===== src/rtl/fmul_wb_buffer.sv =====
// fmul_wb_buffer: tag pipeline, credit control and in-order result FIFO around a fixed-latency FP multiplier.
// Define FMUL_WB_BYPASS_EN to let a completing result reach the CDB directly when the FIFO is empty.
module fmul_wb_buffer #(
  parameter int TAG_W = 6,
  parameter int DEPTH = 4,
  parameter int LAT   = 4
) (
  input  logic             clk,
  input  logic             rst,
  input  logic             issue_valid,
  output logic             issue_ready,
  input  logic [TAG_W-1:0] issue_tag,
  input  logic [31:0]      issue_a,
  input  logic [31:0]      issue_b,
  output logic             mul_start,
  output logic [31:0]      mul_a,
  output logic [31:0]      mul_b,
  input  logic             mul_done,
  input  logic [31:0]      mul_result,
  input  logic             mul_exc,
  output logic             cdb_valid,
  input  logic             cdb_ready,
  output logic [TAG_W-1:0] cdb_tag,
  output logic [31:0]      cdb_data,
  output logic             cdb_exc,
  input  logic             flush,
  output logic             seq_err
);
  localparam int PW = $clog2(DEPTH);
  localparam int CW = $clog2(DEPTH + 1);
  localparam int EW = TAG_W + 33;
  logic [LAT-1:0]            vld, kill;
  logic [LAT-1:0][TAG_W-1:0] tg;
  logic [EW-1:0]             mem [DEPTH];
  logic [EW-1:0]             done_ent;
  logic [PW-1:0]             wp, rp;
  logic [CW-1:0]             cnt, cred;
  logic                      byp, push, pop, retire;
  assign mul_start   = issue_valid && issue_ready && !flush;
  assign mul_a       = issue_a;
  assign mul_b       = issue_b;
  assign issue_ready = cred < CW'(DEPTH);
  assign done_ent    = {tg[LAT-1], mul_result, mul_exc};
`ifdef FMUL_WB_BYPASS_EN
  assign byp = vld[LAT-1] && cnt == '0 && cdb_ready && !flush;
`else
  assign byp = 1'b0;
`endif
  assign push      = vld[LAT-1] && !byp && !flush;
  assign pop       = cnt != '0 && cdb_ready;
  assign cdb_valid = cnt != '0 || byp;
  assign retire    = cdb_valid && cdb_ready;
  assign {cdb_tag, cdb_data, cdb_exc} = byp ? done_ent : mem[rp];
  // kill shadows ops dropped by flush or reset so their late mul_done pulses are not errors
  always_ff @(posedge clk or posedge rst)
    if (rst) begin
      vld     <= '0;
      kill    <= '1;
      wp      <= '0;
      rp      <= '0;
      cnt     <= '0;
      cred    <= '0;
      seq_err <= 1'b0;
    end else begin
      vld     <= flush ? '0 : LAT'({vld, mul_start});
      kill    <= LAT'({kill | (flush ? vld : '0), 1'b0});
      seq_err <= seq_err || (mul_done != vld[LAT-1] && !kill[LAT-1]);
      wp      <= flush ? '0 : wp + PW'(push);
      rp      <= flush ? '0 : rp + PW'(pop);
      cnt     <= flush ? '0 : cnt + CW'(push) - CW'(pop);
      cred    <= flush ? '0 : cred + CW'(mul_start) - CW'(retire);
    end
  always_ff @(posedge clk) begin
    tg <= (LAT*TAG_W)'({tg, issue_tag});
    if (push) mem[wp] <= done_ent;
  end
endmodule

===== config.mk =====
export PLATFORM = sky130hd
export DESIGN_NAME = fmul_wb_buffer
export DESIGN_NICKNAME = d
export VERILOG_FILES = /design/src/rtl/fmul_wb_buffer.sv
export SDC_FILE = /design/constraint.sdc
export NUM_CORES = 1
export LEC_CHECK = 0
export ABC_CLOCK_PERIOD_IN_PS = 6400
export CAP_MARGIN = 10
export CORE_MARGIN = 5
export CORE_UTILIZATION = 45
export DETAILED_ROUTE_END_ITERATION = 7
export PLACE_DENSITY = 0.76
export SLEW_MARGIN = 40
export SYNTH_ARGS = -nofsm -noshare
export SYNTH_HDL_FRONTEND = slang
export SYNTH_SLANG_ARGS = --single-unit

===== constraint.sdc =====
create_clock -name clk -period 6.4 [get_ports clk]
set_clock_uncertainty 0.1 [all_clocks]
set_input_delay 1.28 -clock clk [delete_from_list [all_inputs] [get_ports clk]]
set_output_delay 1.28 -clock clk [all_outputs]
set_load 0.02 [all_outputs]

==> results.toml, run 1 <==
[grt]
grt-ovfl-total = 0
grt_pass1_wl_um = 20600
grt_use_met3 = 0.0590
grt_usage = 0.142
top_usage_layer = "met2"
grt_start_max_net_pins = 41
antenna_found_initial = 0
grtUsageMet1 = 0.159
grt_pass1_vias = 3438
gr-usage-met2 = 0.243

[setup_path]
cp_top_family = "buffers and inverters"
critPathMaxStageDelay_ns = 0.73
required_ns = 5.02
arrival_ns = 3.14
cp_common_cell = "clkdlybuf4s50_1"
cp_max_fo = 19
start_kind = "primary input"
crit_chain = "clkdlybuf4s50_1 > nor3b_1 > clkdlybuf4s50_1"
worstSetupPathType = "in2out"
end_kind = "primary output"
critPathBufInv = 2
slowest_stage = "clkdlybuf4s50_1"

[synthesis]
synth_nets = 477
async_flop_share = 0.0955
synthFlopType = "edfxtp_1"
yosysSeqAreaShare = 0.758
netlist.area_leader.share = 0.629
synth.most_common_cell = "edfxtp_1"
syn_area_per_cell_um2 = 20.7
ys_warn_count = 0
synth.distinct_cells = 25
synthTopCellsByCount = "edfxtp_1 (156), buf_4 (66), mux4_2 (39)"
syn_inst = 360
syn_area_um2 = 7440
yosys-top-cells-area = "edfxtp_1 (63%), mux4_2 (12%), buf_4 (6.7%)"
synth_largest_area_cell = "edfxtp_1"
ys_seq_elements = 199
synth_edf_count = 156

[power_and_ir_drop]
combPwrFrac = 0.195
seq_power_share = 0.484
p_switching_uw = 784
powerDensity_nw_per_um2 = 359
swShare = 0.251
clkPwrFrac = 0.321
leakage_uw = 0.00291
vdd_ir_drop_max_mv = 0.199
internal-power_uw = 2340

[floorplanning]
die_w_um = 139
core_area_um2 = 16400
rows = 47
dieArea_um2 = 19200
ioPinCount = 216
start_util = 0.454
die-height_um = 139

[clock_tree]
cts_post_setup_buffers_inserted = 0
clock_latency_ns = 0.42
path_clk_slew_ns = 0.06
cts_hold_buf = 0
htreeDepth = 4
numCtsBuffers = 17
cts_resized = 0
clockRootBuffer = "clkbuf_16"
cts.sinks = 199
cts_tree = "yes"
clockBufferDepth = 2

[timing]
relSlewSlack = 0.495
max_freq_ghz = 0.221
finalCritPeriodShare = 0.706
worstMarginPinSlew_ns = 0.754
holdWs_ns = 0.228
setup_violations = 0
rsz0062_at_grt = "no"
fin_crit_ns = 4.52
drv_slew = 0
hold_viol = 0
fin_tns_setup_ns = 0
fin_ws_ns = 1.88

[routing]
wl_per_cell_um = 21.0
post-route-drc-count = 0
drt_pre_antenna_iters = 4
ant_nets = 0
drt_iter0_drc = 165
viasPerCell = 4.99
routed_wl_um = 13300
via_count = 3147

[placement]
post-dp-hpwl_um = 8890
io_buffers = 87
pre_cts_ws_ns = 1.84
gp_congestion = 0.677

[run]
max-cap-violations = 0

[cells_and_area]
num_antenna_cells = 0
nNetsFinal = 515
filler_cell_count = 1238
drive_gt1_frac = 0.209
area_delta_synth_final_pct = 16.7

[run_status]
status = "completed"

[worst_hold_path]
hold_class = "reg2reg"
-- logic make-up after synthesis --
kind of cell,share of synthesized area
adder cells (fa/ha/maj),0.0155
flip-flops,0.758
other,0.000504
XOR/XNOR,0.00958
AO/OA/AOI/OAI,0.00403
buffers and inverters,0.0771
AND/OR/NAND/NOR,0.0170
multiplexers,0.118
-- layer usage --
layer	part of all wire	vias up
met3	0.077	45
met5	0	-
li1	-	1388
met2	0.52	141
met4	0.028	0
met1	0.37	1573
-- area by class of cell --
| class | count | area, um^2 | area share |
|---|---|---|---|
| clock buffer | 20 | 479 | 0.0552 |
| clock inverter | 12 | 90.1 | 0.0104 |
| inverter | 8 | 30.0 | 0.00346 |
| multi-input combinational | 79 | 1240 | 0.143 |
| sequential | 199 | 5650 | 0.651 |
| tap | 220 | 275 | 0.0317 |
| timing repair buffer | 93 | 916 | 0.105 |
-- power groups by stage --
stage | registers [uW] | clock network, uW | logic, uW
2_1_floorplan | 1470 | 0 | 500
5_1_grt | 1530 | 1090 | 646
6_report | 1510 | 1000 | 608
4_1_cts | 1520 | 1030 | 619
3_5_place_dp | 1550 | 0 | 618
3_3_place_gp | 1540 | 0 | 606
-- layout by cell type, fill, tap and decap left out, drive strengths merged, types with 3 or more instances in the layout --
master and n:
mux4 39, ha 6, inv 13, clkbuf 20, nor2b 7, nor2 6
clkinv 7, buf 6, a21o 3, nor3b 4, dfxtp 24, xnor2 3
clkdlybuf4s50 87, edfxtp 156, dfrtp 15, dfstp 4
-- worst paths after layout --
check | endpoint | depth (start not counted) | slack, ns | from
min in group asynchronous | seq_err | 2 | 1.11 | rst
setup / recovery | mul_start | 3 | 1.88 | flush
hold reg to reg | tg[15] | 0 | 0.23 | tg[9]
hold / removal | tg[15] | 0 | 0.23 | tg[9]
max in group asynchronous | rp[0] | 2 | 4.72 | rst
setup reg to reg | cnt[2] | 9 | 3.96 | cnt[2]
-- sequential cells by signal, summed over array words and instances (netlist names) --
| register | count |
|---|---|
| vld | 4 |
| mem | 156 |
| tg | 18 |
| done_ent | 6 |
| seq_err | 1 |
| wp | 2 |
| kill | 4 |
| cred | 3 |
| rp | 2 |
| cnt | 3 |
-- through the flow --
stage,cells,util,power [uW],area [um^2]
after global placement,599,0.494,2150,8110
final,631,0.530,3120,8690
after CTS,631,0.530,3160,8690
after floorplan,360,-,1970,7440
after global routing,631,0.530,3260,8690
after detailed placement,599,0.495,2160,8120
Power figures use the tool's default switching activity.
==> inputs of run 2 (changes only) <==
- ABC_CLOCK_PERIOD_IN_PS: 6400 -> 4170
- clock period: 6.4 -> 4.17 ns (I/O delays scaled with it)
==> run 2 against run 1 <==
Net effect:
- clock power increased by 49%
- count of clock-buffer cells in the layout down 1
- register-to-register slack worse by 2.2 ns
- global-route usage about the same
- sequential power up 49%
- worst hold slack worse by 0.00090 ns
- cell count up 0.95%
- highest routed layer unchanged
==> results.toml, run 2 (same netlist as run 1, synthesis figures left out) <==
[placement]
io_buffers = 87
dp.cells = 605
gp_congestion = 0.694
post-dp-hpwl_um = 8790

[floorplanning]
dieArea_um2 = 19200
core_area_um2 = 16400
die-height_um = 139
ioPinCount = 216
rows = 47
die_w_um = 139
start_util = 0.454

[setup_path]
r2r_start = "cnt[1]"
crit_chain = "buf_12 > mux4_2 > clkdlybuf4s50_1"
r2r_cells = 9
critPathMaxStageDelay_ns = 0.59
worstSetupPathType = "reg2out"
cp-endpoint = "cdb_data[11]"
rrSetupSlack_ns = 1.77
cp.depth = 3
arrival_ns = 2.49
start_kind = "flop"
end_kind = "primary output"
r2r_end = "cnt[2]"
slowest_stage = "clkdlybuf4s50_1"
crit_start = "rp[0]"
required_ns = 3.24
cp_top_family = "buffers and inverters"
cp_max_fo = 31
critPathBufInv = 2

[run_status]
status = "completed"

[routing]
drt_pre_antenna_iters = 5
post-route-drc-count = 0
viasPerCell = 4.98
wl_per_cell_um = 20.7
routed_wl_um = 13200
drt_iter0_drc = 109
ant_nets = 0
via_count = 3170

[grt]
antenna_found_initial = 0
grt_pass1_vias = 3391
grt_start_max_net_pins = 32
grt_usage = 0.142
grt_pass1_wl_um = 20400
grt-ovfl-total = 0

[power_and_ir_drop]
total_power_uw = 4760
powerDensity_nw_per_um2 = 547
vdd_ir_drop_max_mv = 0.312
leakage_uw = 0.00291

[timing]
worstMarginPinSlew_ns = 0.710
max_freq_ghz = 0.292
rsz0062_at_grt = "no"
relSlewSlack = 0.526
setup_violations = 0
holdWs_ns = 0.227
drv_slew = 0
finalCritPeriodShare = 0.820
hold_viol = 0
fin_crit_ns = 3.42

[clock_tree]
clock_latency_ns = 0.43
cts.sinks = 199
htreeDepth = 4
cts_tree = "yes"
cts_post_setup_buffers_inserted = 0
clockRootBuffer = "clkbuf_16"
cts_hold_buf = 0
cts_resized = 0
clockBufferDepth = 2
numCtsBuffers = 17
path_clk_slew_ns = 0.06

[cells_and_area]
drive_gt1_frac = 0.209
layout_common_cells = "edfxtp_1 (156), clkdlybuf4s50_1 (87), mux4_2 (39)"
largest_reg_flops = 156
num_antenna_cells = 0
nNetsFinal = 521
area_delta_synth_final_pct = 17.0
final_common_cell = "edfxtp_1"
finalNonFillerCells = 637
top_register = "mem"

[worst_hold_path]
hold_class = "reg2reg"
min-delay-start = "tg[12]"

[run]
max-cap-violations = 0
-- run 2: cell types whose count changed in the layout (fill, tap and decap cells not counted), moves of 2 or more --
cell        delta
buf_4          +5
clkinvlp_4     +4
clkinv_1       +3
clkinv_2       -3
inv_4          -3
clkbuf_16      -2
dfrtp_2        +2
dfrtp_4        -2
-- run 2: worst min path at each step --
stage	endpoint	slack, ns	cells past startpoint
floorplan	done_ent[33]	0.21	0
global placement	done_ent[35]	0.21	0
detailed placement	tg[6]	0.21	0
CTS	done_ent[37]	0.23	0
global route	done_ent[33]	0.23	0
finish	done_ent[33]	0.23	0
-- run 2: stage by stage --
step	instance area, um^2	util	TNS, ns	setup slack (ns)
after floorplan	7440	-	-52.81	-0.541
after global placement	8170	0.498	0	0.941
after detailed placement	8170	0.498	0	0.938
after CTS	8710	0.531	0	0.684
after global routing	8710	0.531	0	0.592
final	8710	0.531	0	0.749
-- run 2: report_power, final --
group          switching [uW]  internal [uW]  leakage [uW]  total, uW
clock network             671            816      0.000250       1490
registers                62.2           2190       0.00184       2250
logic                     449            572      0.000824       1020
-- run 2: cell type report --
class                           instances  area, um^2
Multi-Input combinational cell         79        1240
Tap cell                              220         275
Timing Repair Buffer                   99         973
Inverter                                8        30.0
Fill cell                            1219        7700
Clock inverter                         13         106
Sequential cell                       199        5650
Clock buffer                           19         433
-- run 2: metal layers --
layer / GRT usage / wire, um
met5: 0 / 0
met4: 0.0628 / 404
met2: 0.240 / 6830
met3: 0.0634 / 1060
met1: 0.156 / 4870
==> inputs of run 3 (changes only) <==
- ABC_CLOCK_PERIOD_IN_PS: 4170 -> 3500
- clock period: 4.17 -> 3.5 ns (I/O delays scaled with it)
==> run 3 against run 2 <==
Net effect:
- wire length is 2.0% higher
- critical path depth stayed put
- global-route usage is 0.34 points higher
- non-clock buffer count is 1 lower
- sequential share of layout area is 0.27 points lower
- die area stayed put
- core utilization is 0.22 points higher
- cell area is 0.42% higher
- cell count is 0.16% lower
- flip-flop and latch count stayed put
- power is 21% higher
- critical path type unchanged
==> results.toml, run 3 (same netlist as run 1, synthesis figures left out) <==
[run_status]
status = "completed"

[clock_tree]
cts_hold_buf = 0
htreeDepth = 4
cts_tree = "yes"
cts_post_setup_buffers_inserted = 0
cts_resized = 0
cts.sinks = 199
clock_latency_ns = 0.43
clockBufferDepth = 2
numCtsBuffers = 17
clockRootBuffer = "clkbuf_16"
path_clk_slew_ns = 0.06

[routing]
drt_iter0_drc = 186
drt_pre_antenna_iters = 4
viasPerCell = 4.95
via_count = 3151
post-route-drc-count = 0
ant_nets = 0
routed_wl_um = 13400
wl_per_cell_um = 21.1

[floorplanning]
ioPinCount = 216
dieArea_um2 = 19200
core_area_um2 = 16400
start_util = 0.454
die-height_um = 139
die_w_um = 139
rows = 47

[cells_and_area]
drive_gt1_frac = 0.212
layout_common_cells = "edfxtp_1 (156), clkdlybuf4s50_1 (87), mux4_2 (39)"
largest_reg_flops = 156
area_delta_synth_final_pct = 17.4
fin_util = 0.533
nNetsFinal = 520
top_register = "mem"
final_common_cell = "edfxtp_1"
filler_cell_count = 1251
seqCellArea_um2 = 5650
multi_input_area_um2 = 1240
num_antenna_cells = 0

[grt]
grt-ovfl-total = 0
antenna_found_initial = 0
grt_pass1_wl_um = 21000
grt_start_max_net_pins = 30
grt_pass1_vias = 3499
grt_usage = 0.146

[power_and_ir_drop]
leakage_uw = 0.00292
total_power_uw = 5750
powerDensity_nw_per_um2 = 658
vdd_ir_drop_max_mv = 0.369

[setup_path]
cp-endpoint = "cdb_data[28]"
r2r_end = "cred[2]"
end_kind = "primary output"
crit_start = "rp[0]"
crit_chain = "buf_12 > mux4_2 > clkdlybuf4s50_1"
start_kind = "flop"
worstSetupPathType = "reg2out"
critPathMaxStageDelay_ns = 0.63
cp.depth = 3
slowest_stage = "dfrtp_2"
arrival_ns = 2.47
rrSetupSlack_ns = 1.11
r2r_start = "cnt[1]"
cp_top_family = "buffers and inverters"
critPathBufInv = 2
r2r_cells = 9
required_ns = 2.70
cp_max_fo = 22

[placement]
io_buffers = 87
gp_congestion = 0.704
pre_cts_ws_ns = 0.476
post-dp-hpwl_um = 9050

[worst_hold_path]
hold_class = "reg2reg"

[timing]
drv_slew = 0
rsz0062_at_grt = "no"
max_freq_ghz = 0.306
relSlewSlack = 0.540
fin_ws_ns = 0.229
fin_crit_ns = 3.27
worstMarginPinSlew_ns = 0.686
hold_viol = 0
setup_violations = 0
finalCritPeriodShare = 0.935

[run]
max-cap-violations = 0
## run 3: cell types whose count changed in the layout (fill, tap and decap cells not counted), sizes merged
cell,before,now
clkinv,6,3
buf,12,11
inv,10,11
clkbuf,19,21
## run 3: per-stage QoR
stage | std cells | setup TNS, ns | area [um^2] | hold WS [ns]
floorplan | 360 | -115.53 | 7440 | 0.210
global placement | 604 | 0 | 8190 | 0.211
detailed placement | 604 | 0 | 8190 | 0.212
CTS | 636 | 0 | 8740 | 0.228
global route | 636 | 0 | 8740 | 0.234
finish | 636 | 0 | 8740 | 0.227
## run 3: final cells by class
class,count,share of cell area
sequential,199,0.646
multi-input combinational,79,0.142
timing repair buffer,98,0.113
clock buffer,21,0.0504
tap,220,0.0315
clock inverter,11,0.0135
inverter,8,0.00343
## run 3: worst min path at each step
stage	cells past startpoint	from	slack [ns]	end
6_report	0	tg[16]	0.23	done_ent[37]
4_1_cts	0	tg[16]	0.23	done_ent[37]
5_1_grt	0	tg[17]	0.23	done_ent[38]
3_5_place_dp	0	tg[14]	0.21	done_ent[35]
2_1_floorplan	0	tg[12]	0.21	done_ent[33]
3_3_place_gp	0	tg[8]	0.21	tg[14]
## run 3: worst register-to-register path, cell delays in order, from the launching register on
cell and delay (ns):
dfrtp_1 0.43, or3_1 0.38, and2_1 0.23, ha_1 0.29, inv_1 0.06, ha_1 0.14, inv_1 0.05, fa_1 0.36
xnor3_1 0.21, nor2_1 0.04
## run 3: where the power goes
part,internal [uW],switching [uW],leakage (uW)
combinational,690,532,0.000820
sequential,2610,82.0,0.00184
clock,997,842,0.000258
## run 3: metal layers
layer	wire length (um)	track usage	part of all wire
met5	0	0	0
met1	4720	0.158	0.35
met4	370	0.0613	0.028
met2	7200	0.253	0.54
met3	1130	0.0600	0.084
